--- src/rtl/cpu_io_bridge.sv ---
// Device-side byte port endpoint: host->CPU input FIFO and CPU->host output FIFO with sticky error status.
// Optional macro IO_LOOPBACK_EN adds lb_en, which routes output FIFO bytes back into the input FIFO.
module cpu_io_bridge #(
    parameter int DEPTH = 8,
    parameter int AW    = 3
) (
    input  logic        clk,
    input  logic        rst,
    input  logic [7:0]  s_data,
    input  logic        s_valid,
    output logic        s_ready,
    output logic [31:0] cpu_data_in,
    input  logic        cpu_in_rd,
    input  logic [7:0]  cpu_data_out,
    input  logic        cpu_out_wr,
    output logic [7:0]  m_data,
    output logic        m_valid,
    input  logic        m_ready,
    input  logic        err_clr
`ifdef IO_LOOPBACK_EN
    ,
    input  logic        lb_en
`endif
);

    localparam logic [AW:0]   FULL_CNT = (AW+1)'(DEPTH);
    localparam logic [AW-1:0] PTR_ONE  = {{(AW-1){1'b0}}, 1'b1};

    logic [7:0]    in_mem  [DEPTH];
    logic [7:0]    out_mem [DEPTH];
    logic [AW-1:0] in_wp, in_rp, out_wp, out_rp;
    logic [AW:0]   in_cnt, out_cnt;
    logic          in_uflow, out_oflow;

    logic          in_empty, in_full, out_empty, out_full;
    logic          in_push, in_pop, out_push, out_pop, lb_push;
    logic [7:0]    in_wdata, in_head, out_head;

    assign in_empty  = (in_cnt == '0);
    assign in_full   = (in_cnt == FULL_CNT);
    assign out_empty = (out_cnt == '0);
    assign out_full  = (out_cnt == FULL_CNT);

    assign in_head  = in_empty  ? 8'h00 : in_mem[in_rp];
    assign out_head = out_empty ? 8'h00 : out_mem[out_rp];

    // Loopback steals the input FIFO slot from the host and hides the output stream.
`ifdef IO_LOOPBACK_EN
    assign lb_push = lb_en & ~out_empty & ~in_full;
    assign m_valid = ~out_empty & ~lb_en;
`else
    assign lb_push = 1'b0;
    assign m_valid = ~out_empty;
`endif

    assign s_ready  = ~in_full & ~lb_push;
    assign in_push  = lb_push | (s_valid & s_ready);
    assign in_wdata = lb_push ? out_head : s_data;
    assign in_pop   = cpu_in_rd & ~in_empty;

    // A same-cycle pop frees the slot, so a write into a full FIFO still lands.
    assign out_pop  = lb_push | (m_valid & m_ready);
    assign out_push = cpu_out_wr & (~out_full | out_pop);

    assign m_data      = out_head;
    assign cpu_data_in = {16'h0000, 4'(in_cnt), out_oflow, in_uflow, out_full, ~in_empty, in_head};

    always_ff @(posedge clk) begin
        if (in_push) in_mem[in_wp] <= in_wdata;
        if (out_push) out_mem[out_wp] <= cpu_data_out;
    end

    always_ff @(posedge clk or negedge rst) begin
        if (!rst) begin
            in_wp     <= '0;
            in_rp     <= '0;
            in_cnt    <= '0;
            out_wp    <= '0;
            out_rp    <= '0;
            out_cnt   <= '0;
            in_uflow  <= 1'b0;
            out_oflow <= 1'b0;
        end else begin
            if (in_push) in_wp <= in_wp + PTR_ONE;
            if (in_pop) in_rp <= in_rp + PTR_ONE;
            in_cnt <= in_cnt + {{AW{1'b0}}, in_push} - {{AW{1'b0}}, in_pop};

            if (out_push) out_wp <= out_wp + PTR_ONE;
            if (out_pop) out_rp <= out_rp + PTR_ONE;
            out_cnt <= out_cnt + {{AW{1'b0}}, out_push} - {{AW{1'b0}}, out_pop};

            // Setting an error wins over clearing it in the same cycle.
            if (cpu_in_rd & in_empty) in_uflow <= 1'b1;
            else if (err_clr) in_uflow <= 1'b0;

            if (cpu_out_wr & out_full & ~out_pop) out_oflow <= 1'b1;
            else if (err_clr) out_oflow <= 1'b0;
        end
    end

endmodule

--- config.mk ---
export PLATFORM = sky130hd
export DESIGN_NAME = cpu_io_bridge
export DESIGN_NICKNAME = d
export VERILOG_FILES = /design/src/rtl/cpu_io_bridge.sv
export SDC_FILE = /design/constraint.sdc
export NUM_CORES = 1
export LEC_CHECK = 0
export ABC_CLOCK_PERIOD_IN_PS = 3900
export CORE_ASPECT_RATIO = 2
export CORE_MARGIN = 8
export CORE_UTILIZATION = 45
export CTS_BUF_LIST = sky130_fd_sc_hd__clkbuf_16
export CTS_CLUSTER_DIAMETER = 200
export DETAILED_ROUTE_END_ITERATION = 12
export GPL_ROUTABILITY_DRIVEN = 0
export PLACE_DENSITY_LB_ADDON = 0.3
export SLEW_MARGIN = 10
export SYNTH_ARGS = -nofsm -noshare
export SYNTH_HDL_FRONTEND = slang
export SYNTH_SLANG_ARGS = --single-unit
export TNS_END_PERCENT = 100
--- constraint.sdc ---
create_clock -name clk -period 3.9 [get_ports clk]
set_input_delay 0.39 -clock clk [delete_from_list [all_inputs] [get_ports clk]]
set_output_delay 0.39 -clock clk [all_outputs]
set_load 0.005 [all_outputs]
After elaboration in Yosys (flattened, before gate mapping)
Memories as Yosys holds them, arrays and structs flattened.
Cells that the tools add are included.

word-level totals
  register bits = 22
  RAM bits = 128
  input port bits = 23
  output and inout port bits = 42
  word-level logic and storage cells = 46
  memories kept = 2

memories
  name     depth  bits a word  read ports  clocked after memory_dff  wr ports  line  text
  in_mem   8      8            1           0                         1         29    logic [7:0] in_mem [DEPTH];
  out_mem  8      8            1           0                         1         30    logic [7:0] out_mem [DEPTH];

cells by class
  $add $sub $neg = 8
  equality and inequality tests = 2
  muxes and demuxes = 9
  bitwise gates (word level) = 13
  reductions and logical operators = 4

operators by type and width
  cell                 number
  $mux 8               2
  $add 3x1->3 const B  4
  $add 4x1->4          2
  $eq 4x4->1 const B   2
  $logic_not 4->1      2
  $sub 4x1->4          2
  $and 1x1->1          7
  $mux 1               7
  $not 1->1            5
  $reduce_bool 2->1    2
  $or 1x1->1           1

Logic depth before layout (Yosys ltp)
Gate-level depths: netlist (run 1).

  depth in word-level cells = 7
  depth in mapped cells = 11
  mapped depth without buffers = 10

Least setup slack after synthesis (run 1)
No wires, ideal clock.

  path kind = reg2reg
  start = register in_cnt[2]
  end = register in_cnt[2]
  library setup time = 0.122 ns
  arrival time = 2.124 ns
  required time = 3.778 ns
  path slack = 1.654 ns
  cell stages (with the launch flop) = 10
  path buffers = 0
  clock period less this slack = 2.246 ns
  cell sequence = dfrtp_1 > inv_1 > ha_1 > or3b_1 > and2_4 > ha_1 > inv_1 > ha_1 > fa_1 > xor2_1

on the way
  elaborated cells on any way between the ends = 8
  classes of those cells = add/sub: 2; eq/ne: 1; bitwise: 4; reduce/logical: 1

RTL lines
  what                      line  text
  start: declaration        32    logic [AW:0] in_cnt, out_cnt;
  start signal: assignment  86    in_cnt <= in_cnt + {{AW{1'b0}}, in_push} - {{AW{1'b0}}, in_pop};
  $logic_not 4->1           39    assign in_empty = (in_cnt == '0);
  $not 1->1                 59    assign in_pop = cpu_in_rd & ~in_empty;
  $and 1x1->1               59
  via in_pop                36    logic in_push, in_pop, out_push, out_pop, lb_push;
  $sub 4x1->4               86

The timed path passes the listed nets, and every way through them passes these cells.
A chain may end at the register's enable or synchronous reset.

Final worst setup path (run 1)
  start = register out_rp[1]
  end = output m_data[3]

on the way
  longest elaborated chain between the ends = 2

RTL lines
  what                      line  text
  start: declaration        31    logic [AW-1:0] in_wp, in_rp, out_wp, out_rp;
  start signal: assignment  89    if (out_pop) out_rp <= out_rp + PTR_ONE;
  $mem_v2 8x8               -
  $mux 8                    45    assign out_head = out_empty ? 8'h00 : out_mem[out_rp];
  end: declaration          16    output logic [7:0] m_data,

No other way between the ends.

==> reports/qor.yml, run 1 <==
grt:
  grt.total_usage: 0.1523
  grt_max_degree: 35
  grt_pass1_vias: 3718
  antenna_found_initial: 0
  grt_pass1_wl_mm: 20.65
  overflow: 0
sta:
  finalHoldViolCount: 0
  fin_setup_tns_ns: 0
  setup_violations: 0
  fin_crit_ns: 2.947
  max-slew-margin-rel: 0.3159
  post-route-period-util: 0.7555
  rsz0062_at_grt: "no"
  drv_slew: 0
  max_slew.worst_pin.slew_ns: 1.018
  clock_skew_ns: 0.007696
  fmax_mhz: 339.4
detailed_routing:
  avgRoutedWirePerCell_um: 20.14
  drc_errors: 0
  wl_mm: 13.29
  antenna_left: 0
  drtIter0Drc: 123
  drt-vias-per-instance: 5.220
  drt_pre_antenna_iters: 4
  vias: 3445
synthesis:
  yosys.area.top_type: "edfxtp_1"
  synth-seq-cells: 150
  synth_cell_type_count: 38
  synth_top_area_share: 0.6026
  synth.area.top_cells: "edfxtp_1 60%, mux2i_1 10%, dfrtp_1 8.6%"
  yosys_warnings: 0
  syn_avg_cell_area_um2: 15.83
  synth-seq-area-share: 0.6889
  postSynthCellCount: 403
  syn-cell-area_um2: 6379
cts:
  cts.sinks: 150
  post_cts.repair.setup_buffers: 0
  insertion_delay_ns: 0.40
  cts_buffer_depth: 2
  cts-root-buf: "clkbuf_16"
  htree_levels: 4
  clkTransAtPathRegs_ns: 0.06
  cts_buffers: 17
  cts_tree: "built"
pwr:
  p_sw_uw: 1837
  leakage_uw: 0.002852
  p_seq_frac: 0.388
  clockPowerShare: 0.269
  peakVddDrop_mv: 0.4677
  power_density_nw_per_um2: 778.3
  swShare: 0.3116
  power.internal_uw: 4060
  power_frac_comb: 0.343
critical_path:
  path_buf_inv: 2
  path_cells: "buf_12 -> mux2i_1 -> a22oi_1 -> and3_1 -> clkdlybuf4s50_1"
  arrival_ns: 2.56
  critPathMaxStageDelay_ns: 0.82
  crit_path_start_kind: "register"
  cp_data_required_time_ns: 3.51
  worst-r2r-setup-slack_ns: 1.31
  rr_startpoint: "in_cnt[2]"
  cp_top_family: "flip-flops"
  reg2reg_depth: 9
  worstSetupPathType: "reg -> out"
  cp_slowest_cell: "dfrtp_1"
  timing.rr.end: "in_cnt[2]"
  worstSetupEndpointType: "output port"
  path_max_fanout: 22
run:
  max_cap_violations: 0
layout:
  num_antenna_cells: 0
  fin_util: 0.5455
  syn_to_final_growth_pct: 18.79
  final_cell_mix: "128 x edfxtp_1, 64 x mux2i_1, 47 x clkdlybuf4s50_1"
  layout-drive-gt1-share: 0.09766
  nets: 498
  final_common_cell: "edfxtp_1"
min_path:
  min_path_type: "in -> async"
placement:
  hpwlAfterDp_mm: 9.824
  io_buffers: 48
floorplan:
  rows: 61
  die_x_um: 100.2
  core_um2: 13890
  die_area_um2: 18470
  start_util: 0.4592
  pin_count: 65
  die_h_um: 184.4
run_status:
  status: "completed"
## cell usage after synthesis, drive strengths merged
cell type,count
edfxtp,128
mux2i,64
buf,33
a22oi,32
dfrtp,22
and3,16
inv,16
ha,15
nor2,11
xnor2,8
nor3,6
nor2b,5
mux2,4
nand2,4
nand2b,4
nand3,4
xor2,4
and2,3
clkbuf,3
o21ai,3
or3b,3
a21o,2
a21oi,2
fa,2
o211ai,2
o2bb2ai,2
conb,1
nand3b,1
nor3b,1
nor4,1
or3,1
## sequential cells by signal, indices dropped and copies added, names as in the netlist
register / flops
out_wp: 3
in_uflow: 1
out_oflow: 1
in_mem: 64
out_mem: 64
in_rp: 3
out_cnt: 4
in_cnt: 4
out_rp: 3
in_wp: 3
## worst register-to-register path: stages (launching register included)
cell and delay (ns):
dfrtp_1 0.38, inv_1 0.11, ha_1 0.14, or3b_1 0.56
and2_4 0.28, ha_1 0.26, inv_1 0.04, ha_1 0.19
fa_1 0.37, xor2_1 0.15
## power by group through the flow
| stage | Clock [uW] | Sequential (uW) | Combinational (uW) |
|---|---|---|---|
| global route | 1670 | 2330 | 2220 |
| floorplan | 0 | 2240 | 1300 |
| global placement | 0 | 2310 | 2010 |
| finish | 1580 | 2290 | 2020 |
| detailed placement | 0 | 2320 | 2040 |
| CTS | 1610 | 2290 | 2070 |
## layout make-up
class | count | area [um2]
Tap cell | 189 | 236.5
Timing Repair Buffer | 57 | 558.0
Clock inverter | 15 | 153.9
Multi-Input combinational cell | 216 | 1749
Sequential cell | 150 | 4394
Inverter | 16 | 60.06
Fill cell | 1152 | 6314
Clock buffer | 17 | 425.4
## how the worst max path moves through the flow
stage                          from       endpoint  slack [ns]  cells past startpoint
after floorplan           in_cnt[2]      in_cnt[2]        1.65                      9
after global placement    in_cnt[2]      in_cnt[2]        1.37                      9
after detailed placement    m_ready  out_mem[1][6]        1.25                      4
after CTS                 out_rp[1]      m_data[1]        0.92                      5
after global routing      out_rp[1]      m_data[6]        0.82                      5
final                     out_rp[1]      m_data[3]        0.95                      5
## timing repair
action	4_1_cts	5_1_grt
hold buffers	0	1
endpoints found under the hold margin	0	1
resized for setup	0	0
setup endpoints to repair	0	0
## routing by layer
layer	global-route usage	vias up	share of wire
li1	-	1600	-
met1	0.1341	1736	0.33
met2	0.3046	94	0.61
met3	0.03439	15	0.036
met4	0.07500	0	0.027
met5	0	-	0
## metrics by stage
| step | instances | total power (uW) | hold WS, ns | area [um2] | setup WS [ns] |
|---|---|---|---|---|---|
| final | 660 | 5897 | 0.4907 | 7577 | 0.9535 |
| after global routing | 660 | 6219 | 0.5221 | 7577 | 0.8237 |
| after CTS | 659 | 5970 | 0.5088 | 7572 | 0.9208 |
| after detailed placement | 627 | 4366 | 0.4878 | 6993 | 1.245 |
| after global placement | 627 | 4313 | 0.4835 | 6993 | 1.371 |
| after floorplan | 418 | 3535 | 0.09441 | 6435 | 1.654 |
## cells by family (layout without fill, tap and decap cells)
group                      Yosys count  count (layout)  synth area share
AOI/OAI and AO/OA                   43              43           0.05080
DFF                                150             150            0.6889
adders and majority gates           17              17           0.03570
buffers and inverters               52             105           0.04570
xor gates and xnor gates            12              12           0.01648
and+or+nand+nor                     60              60           0.05375
other                                1              16         0.0005879
muxes                               68              68            0.1081
No activity file was read; power rests on OpenSTA's default activity.
==> inputs of run 2 (changes only) <==
--- a/config.mk
+++ b/config.mk
@@ -5,7 +5,7 @@
 export SDC_FILE = /design/constraint.sdc
 export NUM_CORES = 1
 export LEC_CHECK = 0
-export ABC_CLOCK_PERIOD_IN_PS = 3900
+export ABC_CLOCK_PERIOD_IN_PS = 2650
 export CORE_ASPECT_RATIO = 2
 export CORE_MARGIN = 8
 export CORE_UTILIZATION = 45
==> constraint.sdc (replaced) <==
create_clock -name clk -period 2.65 [get_ports clk]
set_input_delay 0.265 -clock clk [delete_from_list [all_inputs] [get_ports clk]]
set_output_delay 0.265 -clock clk [all_outputs]
set_load 0.005 [all_outputs]
==> reports/qor.yml, run 2 (synthesized netlist as in run 1, its figures left out) <==
run_status:
  status: "completed"
detailed_routing:
  antenna_left: 0  # unchanged
  avgRoutedWirePerCell_um: 18.95  # -5.9%
  drt_pre_antenna_iters: 4  # unchanged
  vias: 3482  # +1.1%
  drtIter0Drc: 111  # -9.8%
  drc_errors: 0  # unchanged
  wl_mm: 12.83  # -3.5%
  drt-vias-per-instance: 5.143  # -1.5%
floorplan:
  die_area_um2: 18470  # unchanged
  rows: 61  # unchanged
  die_h_um: 184.4  # unchanged
  die_x_um: 100.2  # unchanged
  core_um2: 13890  # unchanged
  start_util: 0.4592  # unchanged
  pin_count: 65  # unchanged
cts:
  cts_buffers: 17  # unchanged
  cts_buffer_depth: 2  # unchanged
  cts.sinks: 150  # unchanged
  post_cts.repair.setup_buffers: 0  # unchanged
  cts-root-buf: "clkbuf_16"
  cts_hold_buf: 0  # unchanged
  post_cts_resized: 0  # unchanged
  clkTransAtPathRegs_ns: 0.06  # about the same
  htree_levels: 4  # unchanged
  cts_tree: "built"
  insertion_delay_ns: 0.41  # about the same
grt:
  antenna_found_initial: 0  # unchanged
  grt_max_degree: 35  # unchanged
  grt_pass1_wl_mm: 19.86  # -3.8%
  grt.total_usage: 0.1452  # -0.007116
  grt_pass1_vias: 3783  # +1.7%
  overflow: 0  # unchanged
layout:
  reg_top3: "in_mem x64, out_mem x64"
  layout-drive-gt1-share: 0.1332  # +0.03553
  final_cell_mix: "128 x edfxtp_1, 64 x mux2i_1, 48 x clkdlybuf4s50_1"
  final_common_cell: "edfxtp_1"
  fillers: 1132  # -1.7%
  num_antenna_cells: 0  # unchanged
  fin_util: 0.5575  # +0.01198
  nets: 515  # +3.4%
  syn_to_final_growth_pct: 21.40
critical_path:
  cp_data_required_time_ns: 2.38  # -1.13 ns
  path_max_fanout: 11  # -50%
  crit_path_start_kind: "register"
  worstSetupEndpointType: "output port"
  worstSetupPathType: "reg -> out"
  arrival_ns: 2.27  # -0.29 ns
pwr:
  leakage_uw: 0.002963  # +3.9%
  peakVddDrop_mv: 0.7346  # +57%
  power_density_nw_per_um2: 1149  # +48%
sta:
  rsz0062_at_grt: "no"
  clock_skew_ns: 0.01602  # +0.008321 ns
  post-route-period-util: 0.9556
  fin_setup_tns_ns: 0  # unchanged
  finalHoldViolCount: 0  # unchanged
  drv_slew: 0  # unchanged
  fin_crit_ns: 2.532
  setup_violations: 0  # unchanged
  fmax_mhz: 394.9
run:
  max_cap_violations: 0  # unchanged
placement:
  io_buffers: 48  # unchanged
  hpwlAfterDp_mm: 9.283  # -5.5%
min_path:
  min_path_type: "in -> async"
==> run 2: critical path, cell delays in order, from the launching register on <==
cell,delay (ns)
dfrtp_1,0.37
inv_1,0.10
ha_1,0.16
or3b_1,0.37
buf_4,0.19
and3_1,0.18
clkdlybuf4s50_1,0.47
==> run 2: path summary, 6_finish.rpt <==
kind                                  end  cells after the start  slack (ns)  startpoint
setup reg to reg                in_cnt[2]                      9        0.32   in_cnt[2]
setup / recovery           cpu_data_in[7]                      6        0.12   in_cnt[2]
hold reg to reg                  in_uflow                      1        0.50    in_uflow
max in group asynchronous      out_cnt[0]                      2        2.18         rst
hold / removal                  in_cnt[3]                      2        0.21         rst
min in group clk                 in_uflow                      1        0.50    in_uflow
==> run 2: final cells by class <==
| type | instances | area (um2) | area share |
|---|---|---|---|
| sequential | 150 | 4394 | 0.5675 |
| multi-input combinational | 216 | 1749 | 0.2259 |
| timing repair buffer | 74 | 700.7 | 0.09048 |
| clock buffer | 17 | 425.4 | 0.05494 |
| tap | 189 | 236.5 | 0.03054 |
| clock inverter | 15 | 177.7 | 0.02294 |
| inverter | 16 | 60.06 | 0.007756 |
==> run 2: per-layer routing <==
layer  vias up  wire length [um]  GRT usage
li1       1632                 -          -
met1      1745              4297     0.1281
met2        87              7694     0.2885
met3        18               555    0.03628
met4         0               281    0.06951
met5         -                 0          0
==> run 2: metrics by stage <==
step           std cells  hold slack (ns)  setup slack, ns  total power, uW  instance area (um2)
6_report             677           0.2112           0.1177             8894                 7744
3_5_place_dp         645           0.4863           0.3150             6556                 7141
2_1_floorplan        418         -0.03059           0.4038             5203                 6435
5_1_grt              677           0.2314          0.03457             9384                 7744
3_3_place_gp         645           0.4831           0.3497             6477                 7141
4_1_cts              677           0.2252          0.08939             8998                 7744
==> run 2: report_power, final <==
group	total, uW	switching [uW]	internal, uW
Clock	2420	937	1480
Combinational	3160	1520	1650
Sequential	3310	259	3050
Total	8890	2710	6180
==> inputs of run 3 (changes only) <==
--- a/config.mk
+++ b/config.mk
@@ -8,7 +8,7 @@
 export ABC_CLOCK_PERIOD_IN_PS = 2650
 export CORE_ASPECT_RATIO = 2
 export CORE_MARGIN = 8
-export CORE_UTILIZATION = 45
+export CORE_UTILIZATION = 40
 export CTS_BUF_LIST = sky130_fd_sc_hd__clkbuf_16
 export CTS_CLUSTER_DIAMETER = 200
 export DETAILED_ROUTE_END_ITERATION = 12
==> reports/qor.yml, run 3 (synthesized netlist as in run 1, its figures left out) <==
min_path:
  min_path_type: "in -> async"
cts:
  cts_hold_buf: 0  # unchanged
  cts_buffers: 17  # unchanged
  insertion_delay_ns: 0.41  # about the same
  post_cts.repair.setup_buffers: 0  # unchanged
  post_cts_resized: 0  # unchanged
  cts_buffer_depth: 2  # unchanged
  htree_levels: 4  # unchanged
  clkTransAtPathRegs_ns: 0.07  # about the same
  cts_tree: "built"
  cts.sinks: 150  # unchanged
  cts-root-buf: "clkbuf_16"
critical_path:
  cp_data_required_time_ns: 2.38  # about the same
  crit_path_start_kind: "register"
  worstSetupEndpointType: "output port"
  worstSetupPathType: "reg -> out"
  reg2reg_depth: 9  # unchanged
  path_max_fanout: 11  # unchanged
  worst-r2r-setup-slack_ns: 0.29  # -0.03 ns
  arrival_ns: 2.22  # -0.05 ns
  rr_startpoint: "in_cnt[2]"
  timing.rr.end: "in_cnt[2]"
layout:
  final_common_cell: "edfxtp_1"
  nets: 515  # unchanged
  postLayoutCellArea_um2: 7745  # about the same
  final_cell_mix: "128 x edfxtp_1, 64 x mux2i_1, 48 x clkdlybuf4s50_1"
  syn_to_final_growth_pct: 21.42  # about the same
  layout-drive-gt1-share: 0.1373  # +0.004098
  num_antenna_cells: 0  # unchanged
  fin_cells: 689  # +1.8%
  reg_top3: "in_mem x64, out_mem x64"
floorplan:
  rows: 65  # +6.6%
  die_h_um: 194.6  # +5.5%
  core_um2: 15700  # +13%
  die_area_um2: 20490  # +11%
  pin_count: 65  # unchanged
  die_x_um: 105.3  # +5.1%
  start_util: 0.4064  # -0.05282
pwr:
  power_density_nw_per_um2: 1139  # -0.85%
  total_power_uw: 8821  # -0.83%
  peakVddDrop_mv: 0.7865  # +7.1%
  leakage_uw: 0.002965  # about the same
sta:
  fin_setup_tns_ns: 0  # unchanged
  drv_slew: 0  # unchanged
  whs_ns: 0.2080  # -0.003184 ns
  fin_crit_ns: 2.487  # -0.04550 ns
  finalHoldViolCount: 0  # unchanged
  rsz0062_at_grt: "no"
  clock_skew_ns: 0.01345  # -0.002565 ns
  setup_violations: 0  # unchanged
  fmax_mhz: 402.1  # +1.8%
  post-route-period-util: 0.9384  # -0.01717
grt:
  antenna_found_initial: 0  # unchanged
  grt_max_degree: 35  # unchanged
  overflow: 0  # unchanged
  grt_pass1_wl_mm: 20.06  # +1.0%
  grt_pass1_vias: 3763  # -0.53%
  grt.total_usage: 0.1282  # -0.01693
run:
  max_cap_violations: 0  # unchanged
detailed_routing:
  avgRoutedWirePerCell_um: 18.49  # -2.4%
  drc_errors: 0  # unchanged
  drt-vias-per-instance: 5.062  # -1.6%
  wl_mm: 12.74  # -0.69%
  antenna_left: 0  # unchanged
  drt_pre_antenna_iters: 5  # +1
  vias: 3488  # +0.17%
  drtIter0Drc: 142  # +28%
placement:
  placed_cells: 657  # +1.9%
  io_buffers: 48  # unchanged
  placed_area_um2: 7156  # +0.21%
  hpwlAfterDp_mm: 9.199  # -0.91%
run_status:
  status: "completed"
## run 3: worst max path at each step
stage                          end  slack (ns)       start
floorplan                in_cnt[2]        0.40   in_cnt[2]
global placement         in_cnt[2]        0.36   in_cnt[2]
detailed placement       in_cnt[2]        0.27   in_cnt[2]
CTS                      m_data[6]        0.03  out_cnt[2]
global route        cpu_data_in[3]        0.04   in_cnt[2]
finish              cpu_data_in[3]        0.16   in_cnt[2]
## run 3: area by class of cell
class	instances	area, um2
inverters	16	60.06
clock buffers	17	425.4
repair buffers	74	700.7
clock inverters	15	158.9
fillers	1317	7951
multi-input cells	216	1754
well taps	201	251.5
flip-flops and latches	150	4394
## run 3: per-layer routing
metal,routed length [um],share of wire,global-route usage,vias up
met5,0,0,0,-
met4,311,0.024,0.06177,0
met3,397,0.031,0.02618,18
met2,7597,0.60,0.2516,94
met1,4433,0.35,0.1192,1749
li1,-,-,-,1627
## run 3: worst max-delay path, stage by stage, from the launching register on
cell,delay (ns)
dfrtp_1,0.38
inv_1,0.10
ha_1,0.14
or3b_1,0.37
buf_4,0.20
and3_1,0.16
clkdlybuf4s50_1,0.46
## run 3: stage by stage
stage	util	setup slack, ns
floorplan	-	0.4038
global placement	0.4559	0.3642
detailed placement	0.4559	0.2669
CTS	0.4931	0.02859
global route	0.4934	0.04368
finish	0.4934	0.1632
## run 3: power by group
group | leakage [uW] | internal, uW | total, uW | switching [uW]
registers | 0.00142 | 3050 | 3310 | 262
clock network | 0.000290 | 1340 | 2360 | 1030
logic | 0.00125 | 1650 | 3140 | 1500
total | 0.00296 | 6040 | 8820 | 2780
